File: src/rtl/lif_pkg.sv
// Shared constants and helpers for the time-multiplexed LIF neuron array.
package lif_pkg;

  localparam int unsigned LIF_WIDTH      = 8;
  localparam int unsigned LIF_CHANNELS   = 4;
  localparam int unsigned LIF_LEAK_SHIFT = 1;
  localparam int unsigned LIF_REFRACT    = 2;

  // Ceiling log2, never below 1 so that single-value indices still get a bit.
  function automatic int unsigned clog2(input int unsigned n);
    int unsigned r;
    r = 0;
    while ((32'd1 << r) < n) r = r + 1;
    if (r == 0) r = 1;
    return r;
  endfunction

  // Unsigned add of two w-bit values, clamped to 2^w-1 on carry-out.
  function automatic logic [31:0] sat_add(input logic [31:0] a,
                                          input logic [31:0] b,
                                          input int unsigned w);
    logic [32:0] sum;
    logic [32:0] lim;
    sum = {1'b0, a} + {1'b0, b};
    lim = (33'd1 << w) - 33'd1;
    return (sum > lim) ? lim[31:0] : sum[31:0];
  endfunction

endpackage

File: src/rtl/lif_core.sv
// Combinational single-visit neuron update: leak, saturating integrate, fire, refractory.
module lif_core
  import lif_pkg::*;
#(
  parameter int unsigned WIDTH      = LIF_WIDTH,
  parameter int unsigned LEAK_SHIFT = LIF_LEAK_SHIFT,
  parameter int unsigned REFRACT    = LIF_REFRACT,
  parameter int unsigned RW         = clog2(REFRACT + 1)
) (
  input  logic [WIDTH-1:0] s,
  input  logic [WIDTH-1:0] c,
  input  logic [RW-1:0]    refr,
  input  logic [WIDTH-1:0] threshold,
  output logic [WIDTH-1:0] next_s,
  output logic [RW-1:0]    next_refr,
  output logic             fire
);

  logic [WIDTH-1:0] w_leaked;
  logic [WIDTH-1:0] w_sum;

  assign w_leaked = s - (s >> LEAK_SHIFT);
  assign w_sum    = WIDTH'(sat_add(32'(w_leaked), 32'(c), WIDTH));

  always_comb begin
    next_s    = '0;
    next_refr = '0;
    fire      = 1'b0;
    if (refr != '0) begin
      next_refr = refr - RW'(1);
    end else if (w_sum >= threshold) begin
      fire      = 1'b1;
      next_refr = RW'(REFRACT);
    end else begin
      next_s = w_sum;
    end
  end

endmodule

File: src/rtl/lif_array.sv
// Round-robin scheduler, per-channel state arrays and registered outputs around lif_core.
module lif_array
  import lif_pkg::*;
#(
  parameter int unsigned WIDTH      = LIF_WIDTH,
  parameter int unsigned CHANNELS   = LIF_CHANNELS,
  parameter int unsigned LEAK_SHIFT = LIF_LEAK_SHIFT,
  parameter int unsigned REFRACT    = LIF_REFRACT
) (
  input  logic                         clk,
  input  logic                         reset_n,
  input  logic                         en,
  input  logic [CHANNELS*WIDTH-1:0]    current,
  input  logic [WIDTH-1:0]             threshold,
  output logic [WIDTH-1:0]             state_out,
  output logic [clog2(CHANNELS)-1:0]   state_ch,
  output logic                         spike_valid,
  output logic [clog2(CHANNELS)-1:0]   spike_ch,
  output logic                         step_done,
  output logic [CHANNELS-1:0]          spike_vec
);

  localparam int unsigned PW = clog2(CHANNELS);
  localparam int unsigned RW = clog2(REFRACT + 1);

  logic [WIDTH-1:0]    r_state [CHANNELS];
  logic [RW-1:0]       r_refr  [CHANNELS];
  logic [PW-1:0]       r_ptr;
  logic [CHANNELS-1:0] r_acc;

  logic [WIDTH-1:0]    w_c;
  logic [WIDTH-1:0]    w_next_s;
  logic [RW-1:0]       w_next_refr;
  logic                w_fire;
  logic                w_last;
  logic [CHANNELS-1:0] w_acc_next;

  assign w_c        = current[r_ptr*WIDTH +: WIDTH];
  assign w_last     = (r_ptr == PW'(CHANNELS - 1));
  assign w_acc_next = r_acc | (CHANNELS'(w_fire) << r_ptr);

  lif_core #(
    .WIDTH      (WIDTH),
    .LEAK_SHIFT (LEAK_SHIFT),
    .REFRACT    (REFRACT),
    .RW         (RW)
  ) u_core (
    .s         (r_state[r_ptr]),
    .c         (w_c),
    .refr      (r_refr[r_ptr]),
    .threshold (threshold),
    .next_s    (w_next_s),
    .next_refr (w_next_refr),
    .fire      (w_fire)
  );

  // Array write and output registers share the visiting edge: one-clock latency.
  always_ff @(posedge clk or negedge reset_n) begin
    if (!reset_n) begin
      for (int i = 0; i < CHANNELS; i++) begin
        r_state[i] <= '0;
        r_refr[i]  <= '0;
      end
      r_ptr       <= '0;
      r_acc       <= '0;
      state_out   <= '0;
      state_ch    <= '0;
      spike_valid <= 1'b0;
      spike_ch    <= '0;
      step_done   <= 1'b0;
      spike_vec   <= '0;
    end else if (en) begin
      r_state[r_ptr] <= w_next_s;
      r_refr[r_ptr]  <= w_next_refr;
      r_ptr          <= w_last ? '0 : r_ptr + PW'(1);
      state_out      <= w_next_s;
      state_ch       <= r_ptr;
      spike_valid    <= w_fire;
      if (w_fire) spike_ch <= r_ptr;
      step_done      <= w_last;
      if (w_last) begin
        spike_vec <= w_acc_next;
        r_acc     <= '0;
      end else begin
        r_acc <= w_acc_next;
      end
    end else begin
      spike_valid <= 1'b0;
      step_done   <= 1'b0;
    end
  end

endmodule

File: config.mk
export PLATFORM = sky130hd
export DESIGN_NAME = lif_array
export DESIGN_NICKNAME = d
export VERILOG_FILES = /design/src/rtl/lif_pkg.sv /design/src/rtl/lif_core.sv /design/src/rtl/lif_array.sv
export SDC_FILE = /design/constraint.sdc
export NUM_CORES = 1
export LEC_CHECK = 0
export CAP_MARGIN = 5
export CORE_ASPECT_RATIO = 1.1
export CORE_UTILIZATION = 58
export DETAILED_ROUTE_END_ITERATION = 8
export GPL_TIMING_DRIVEN = 1
export PLACE_DENSITY = 0.85
export SKIP_LAST_GASP = 1
export SLEW_MARGIN = 20
export SYNTH_ARGS = -nofsm -noshare
export SYNTH_HDL_FRONTEND = slang
export SYNTH_SLANG_ARGS = --single-unit
File: constraint.sdc
create_clock -name clk -period 8.3 [get_ports clk]
set_input_delay 2.075 -clock clk [delete_from_list [all_inputs] [get_ports clk]]
set_output_delay 2.075 -clock clk [all_outputs]
set_load 0.01 [all_outputs]
==> flow_summary.html <==
<table>
<tr><th>Metric</th><th>Value</th></tr>
<tr><th colspan="2">Timing</th></tr>
<tr><td>Final min period</td><td>6700 ps</td></tr>
<tr><td>Post-route clock period utilization</td><td>0.807</td></tr>
<tr><td>Achievable Freq</td><td>149 MHz</td></tr>
<tr><td>Final Max Slew Viols</td><td>0</td></tr>
<tr><td>Count of final hold-check violations</td><td>0</td></tr>
<tr><td>Total negative slack</td><td>0 ps</td></tr>
<tr><td>PnR worst setup slack</td><td>1600 ps</td></tr>
<tr><td>Slew of the pin with the lowest slew margin</td><td>1010 ps</td></tr>
<tr><td>Worst slew margin</td><td>0.330</td></tr>
<tr><td># setup viols final</td><td>0</td></tr>
<tr><td>Post-route clock skew</td><td>10.2 ps</td></tr>
<tr><td>RSZ-0062 raised after global routing</td><td>no</td></tr>
<tr><th colspan="2">Cells and area</th></tr>
<tr><td>Number of nets in the finished design</td><td>494</td></tr>
<tr><td>Total area of multi-input combinational cells</td><td>2070 um^2</td></tr>
<tr><td>Number of inserted filler cells in the final layout</td><td>445</td></tr>
<tr><td>Diodes inserted</td><td>0</td></tr>
<tr><td>Growth of design area from synthesis to finish</td><td>22.2%</td></tr>
<tr><td>Fraction of layout cells with a size suffix above 1</td><td>0.133</td></tr>
<tr><td>Post-route core utilization</td><td>0.749</td></tr>
<tr><td>Register Area</td><td>~1600 um^2</td></tr>
<tr><th colspan="2">Synthesis</th></tr>
<tr><td>Syn Area/Cell</td><td>10.7 um^2</td></tr>
<tr><td>Post-synth top cells</td><td>sky130_fd_sc_hd__dfrtp_1, sky130_fd_sc_hd__nand2_1, sky130_fd_sc_hd__o21ai_0, sky130_fd_sc_hd__inv_1, sky130_fd_sc_hd__ha_1</td></tr>
<tr><td>Net count of the mapped netlist</td><td>roughly 430</td></tr>
<tr><td>Post-synthesis mux area share</td><td>0.144</td></tr>
<tr><td>Yosys warnings</td><td>0</td></tr>
<tr><td>Synth area leaders</td><td>sky130_fd_sc_hd__dfrtp_1, sky130_fd_sc_hd__mux4_2, sky130_fd_sc_hd__ha_1</td></tr>
<tr><td>Synth Area in Compound Gates</td><td>0.179</td></tr>
<tr><td>Syn Std Cell Area</td><td>~3900 um^2</td></tr>
<tr><td>Post-synthesis adder-cell area fraction</td><td>0.0978</td></tr>
<tr><td>Count of flip-flops with a built-in enable after synthesis</td><td>0</td></tr>
<tr><td>Most frequently used flop master after synthesis</td><td>sky130_fd_sc_hd__dfrtp_1</td></tr>
<tr><td>XOR/XNOR Fraction of Synth Area</td><td>0.0136</td></tr>
<tr><td>Fraction of post-synthesis cell area in the top cell type by area</td><td>0.414</td></tr>
<tr><td>Simple-gate share of the synthesized area</td><td>0.102</td></tr>
<tr><td>Share of flip-flops with an asynchronous set or reset after synthesis</td><td>1.00</td></tr>
<tr><td>Number of distinct standard cells referenced by the synthesized netlist</td><td>between 50 and 60</td></tr>
<tr><td>Register bit total from synthesis</td><td>64</td></tr>
<tr><td>Main combinational cell family by area after synthesis</td><td>compound AO/OA/AOI/OAI gates</td></tr>
<tr><td>Number of instances in the synthesized netlist</td><td>360</td></tr>
<tr><td>Biggest area consumer among synthesized cells</td><td>sky130_fd_sc_hd__dfrtp_1</td></tr>
<tr><td>Share of the yosys chip area belonging to registers</td><td>0.414</td></tr>
<tr><td>Most used standard cell by instance count after synthesis</td><td>sky130_fd_sc_hd__dfrtp_1</td></tr>
<tr><th colspan="2">Critical path</th></tr>
<tr><td>Cell class contributing the biggest share of worst-path delay</td><td>compound AO/OA/AOI/OAI gates</td></tr>
<tr><td>Beginning of the critical path</td><td>r_ptr[0]$_DFFE_PN0P_</td></tr>
<tr><td>Worst R2R Start</td><td>r_ptr[0]$_DFFE_PN0P_</td></tr>
<tr><td>Cells on worst reg2reg path</td><td>20</td></tr>
<tr><td>Termination of the worst setup path</td><td>spike_vec[1]$_DFFE_PN0P_</td></tr>
<tr><td>Crit path launch type</td><td>flop</td></tr>
<tr><td>Register-to-register setup slack</td><td>1600 ps</td></tr>
<tr><td>Critical path arrival</td><td>6910 ps</td></tr>
<tr><td>Number of cells on the critical path</td><td>20</td></tr>
<tr><td>Required time at the worst-slack endpoint</td><td>8520 ps</td></tr>
<tr><td>Most frequent cell on the critical path</td><td>sky130_fd_sc_hd__ha_1</td></tr>
<tr><td>Crit Path Class</td><td>reg -&gt; reg</td></tr>
<tr><td>CP max stage cell</td><td>sky130_fd_sc_hd__dfrtp_1</td></tr>
<tr><td>CP Max Fanout</td><td>17</td></tr>
<tr><td>Buffers &amp; Inverters on Critical Path</td><td>1</td></tr>
<tr><td>Capturing element type of the critical path</td><td>flop</td></tr>
<tr><td>End of the worst register-to-register path</td><td>spike_vec[1]$_DFFE_PN0P_</td></tr>
<tr><td>Maximum cell stage delay along the critical path</td><td>1000 ps</td></tr>
<tr><td>Crit path cell chain</td><td>mux4_2 -&gt; ha_1 -&gt; fa_1 -&gt; nor2b_1 -&gt; o21ai_0 -&gt; a21boi_0 -&gt; or4_1 -&gt; nand3_1 -&gt; ha_1 -&gt; and2_1 -&gt; a311oi_1 -&gt; o21ai_0 -&gt; a21oi_1 -&gt; inv_1 -&gt; ha_1 -&gt; a21o_1 -&gt; a21oi_1 -&gt; o21ai_1 -&gt; o21ai_2 -&gt; o31ai_1</td></tr>
<tr><th colspan="2">Global routing</th></tr>
<tr><td>Antenna violations before repair</td><td>0</td></tr>
<tr><td>Vias in the first global route</td><td>3141</td></tr>
<tr><td>Total routing resource utilization after global routing</td><td>0.285</td></tr>
<tr><td>Maximum number of pins on one net before global-route repair</td><td>65</td></tr>
<tr><td>Global-route wire length before repair</td><td>14.8 mm</td></tr>
<tr><td>Leftover overflow at the end of global routing</td><td>0</td></tr>
<tr><th colspan="2">Die</th></tr>
<tr><td>Full die area</td><td>6990 um^2</td></tr>
<tr><td>I/O pins</td><td>61</td></tr>
<tr><td>Die height</td><td>87.6 um</td></tr>
<tr><td>Core Rows</td><td>30</td></tr>
<tr><td>Initial core utilization</td><td>0.613</td></tr>
<tr><td>Floorplan core area</td><td>6310 um^2</td></tr>
<tr><td>Die width</td><td>79.8 um</td></tr>
<tr><th colspan="2">Routing</th></tr>
<tr><td>Iteration-0 DRC count of the detailed router</td><td>roughly 180</td></tr>
<tr><td>Total Routed Length</td><td>roughly 9.1 mm</td></tr>
<tr><td>Total iterations of the first detailed-routing run</td><td>5</td></tr>
<tr><td>Via count</td><td>3051</td></tr>
<tr><td># DRC</td><td>0</td></tr>
<tr><td>Post-DR wirelength/cell</td><td>17.9 um</td></tr>
<tr><td>Vias per std cell</td><td>6.02</td></tr>
<tr><td>Post-route antenna net violation count</td><td>0</td></tr>
<tr><th colspan="2">Min path</th></tr>
<tr><td>Launch instance of the worst min-delay path</td><td>r_state[19]$_DFFE_PN0P_</td></tr>
<tr><td>Min-Delay Path Class</td><td>reg -&gt; reg</td></tr>
<tr><td>Worst hold path depth</td><td>2</td></tr>
<tr><th colspan="2">Clock tree</th></tr>
<tr><td>Root buffer cell</td><td>sky130_fd_sc_hd__clkbuf_8</td></tr>
<tr><td>Count of hold buffers inserted by post-cts repair</td><td>0</td></tr>
<tr><td>TritonCTS clock tree</td><td>yes</td></tr>
<tr><td>Num CTS Buffers</td><td>9</td></tr>
<tr><td>Post-CTS repair timing setup buffer count</td><td>0</td></tr>
<tr><td>CTS HTree Levels</td><td>3</td></tr>
<tr><td>Clock latency on the worst-skew pair</td><td>350 ps</td></tr>
<tr><td>Clk buf depth</td><td>2</td></tr>
<tr><td>Clock-pin slew on the worst setup and hold paths</td><td>70 ps</td></tr>
<tr><td>Count of clock tree sinks</td><td>64</td></tr>
<tr><td>CTS-repair resized insts</td><td>0</td></tr>
<tr><th colspan="2">Placement</th></tr>
<tr><td>Post-DP HPWL</td><td>6.49 mm</td></tr>
<tr><td>Number of port buffers</td><td>60</td></tr>
<tr><td>Placement Setup Slack</td><td>around 1700 ps</td></tr>
<tr><td>Global placer's final weighted congestion</td><td>0.969</td></tr>
<tr><th colspan="2">Outcome</th></tr>
<tr><td>Status</td><td>finished clean</td></tr>
<tr><th colspan="2">Flow run</th></tr>
<tr><td>Max-capacitance violation count</td><td>0</td></tr>
</table>
-- stage by stage --
| stage | std cells | hold slack (ps) | cell area, um^2 |
|---|---|---|---|
| floorplan | 360 | 445 | 3860 |
| global placement | 491 | 457 | 4530 |
| detailed placement | 491 | 467 | 4530 |
| global route | 507 | 511 | 4720 |
| finish | 507 | 480 | 4720 |
| CTS | 507 | 483 | 4720 |
-- routing by layer --
| layer | vias to the layer above | wire length (um) | GRT usage |
|---|---|---|---|
| li1 | 1432 | - | - |
| met5 | - | 0 | 0 |
| met3 | 17 | 665 | 0.0729 |
| met1 | 1472 | 3640 | 0.331 |
| met4 | 0 | 204 | 0.104 |
| met2 | 130 | 4570 | 0.509 |
-- sequential cells by signal (all words and copies together), names as in the netlist, 2 cells and up --
name and count:
r_state 32, r_refr 8, state_out 8, r_acc 4, spike_vec 4, r_ptr 2, spike_ch 2, state_ch 2
-- placed cells by master (no fill, tap or decap), drive strengths merged, types with 2 or more instances in the layout --
cell type	netlist	final
a21o	4	4
and2	4	4
inv	32	32
fa	2	2
a21oi	7	7
o2bb2ai	7	7
mux4	18	18
xnor2	5	5
clkdlybuf4s50	0	59
clkinv	1	3
dfrtp	64	64
nor2	17	17
a211oi	2	2
clkbuf	8	13
a2bb2oi	4	4
o41ai	4	4
nand3	4	4
o21ai	46	46
ha	27	27
nand2	47	47
o211ai	2	2
o31ai	6	6
mux2i	5	5
mux2	9	9
o2111ai	6	6
nor2b	4	4
nand2b	2	2
buf	5	5
o21a	2	2
-- final cells by class --
cell class / instances / area share
clock buffers: 13 / 0.0336
clock inverters: 3 / 0.00847
inverters: 33 / 0.0262
multi-input cells: 250 / 0.439
flip-flops and latches: 64 / 0.339
well taps: 80 / 0.0212
repair buffers: 64 / 0.132
-- tightest hold or removal path, cell delays in order, from the launching register on --
cell and delay (ps):
sky130_fd_sc_hd__dfrtp_1 340, sky130_fd_sc_hd__nand2_1 50, sky130_fd_sc_hd__o21ai_0 60
-- cell families (layout without fill, tap and decap cells) --
kind of cell | Yosys count | count (layout)
AND/OR/NAND/NOR | 86 | 86
XOR/XNOR | 6 | 6
adder cells (fa/ha/maj) | 29 | 29
AO/OA/AOI/OAI | 97 | 97
flip-flops | 64 | 64
multiplexers | 32 | 32
buffers and inverters | 46 | 113
-- how the worst min path moves through the flow --
stage / endpoint / slack [ps]
finish: r_state[19]$_DFFE_PN0P_ / 480
global route: state_out[6]$_DFFE_PN0P_ / 510
CTS: r_acc[1]$_DFFE_PN0P_ / 480
detailed placement: r_acc[1]$_DFFE_PN0P_ / 470
global placement: r_state[10]$_DFFE_PN0P_ / 460
floorplan: r_state[10]$_DFFE_PN0P_ / 440
Power is left out: the tool's default activity adds up to more than one toggle a clock period on the data nets, which glitch-free logic cannot reach.
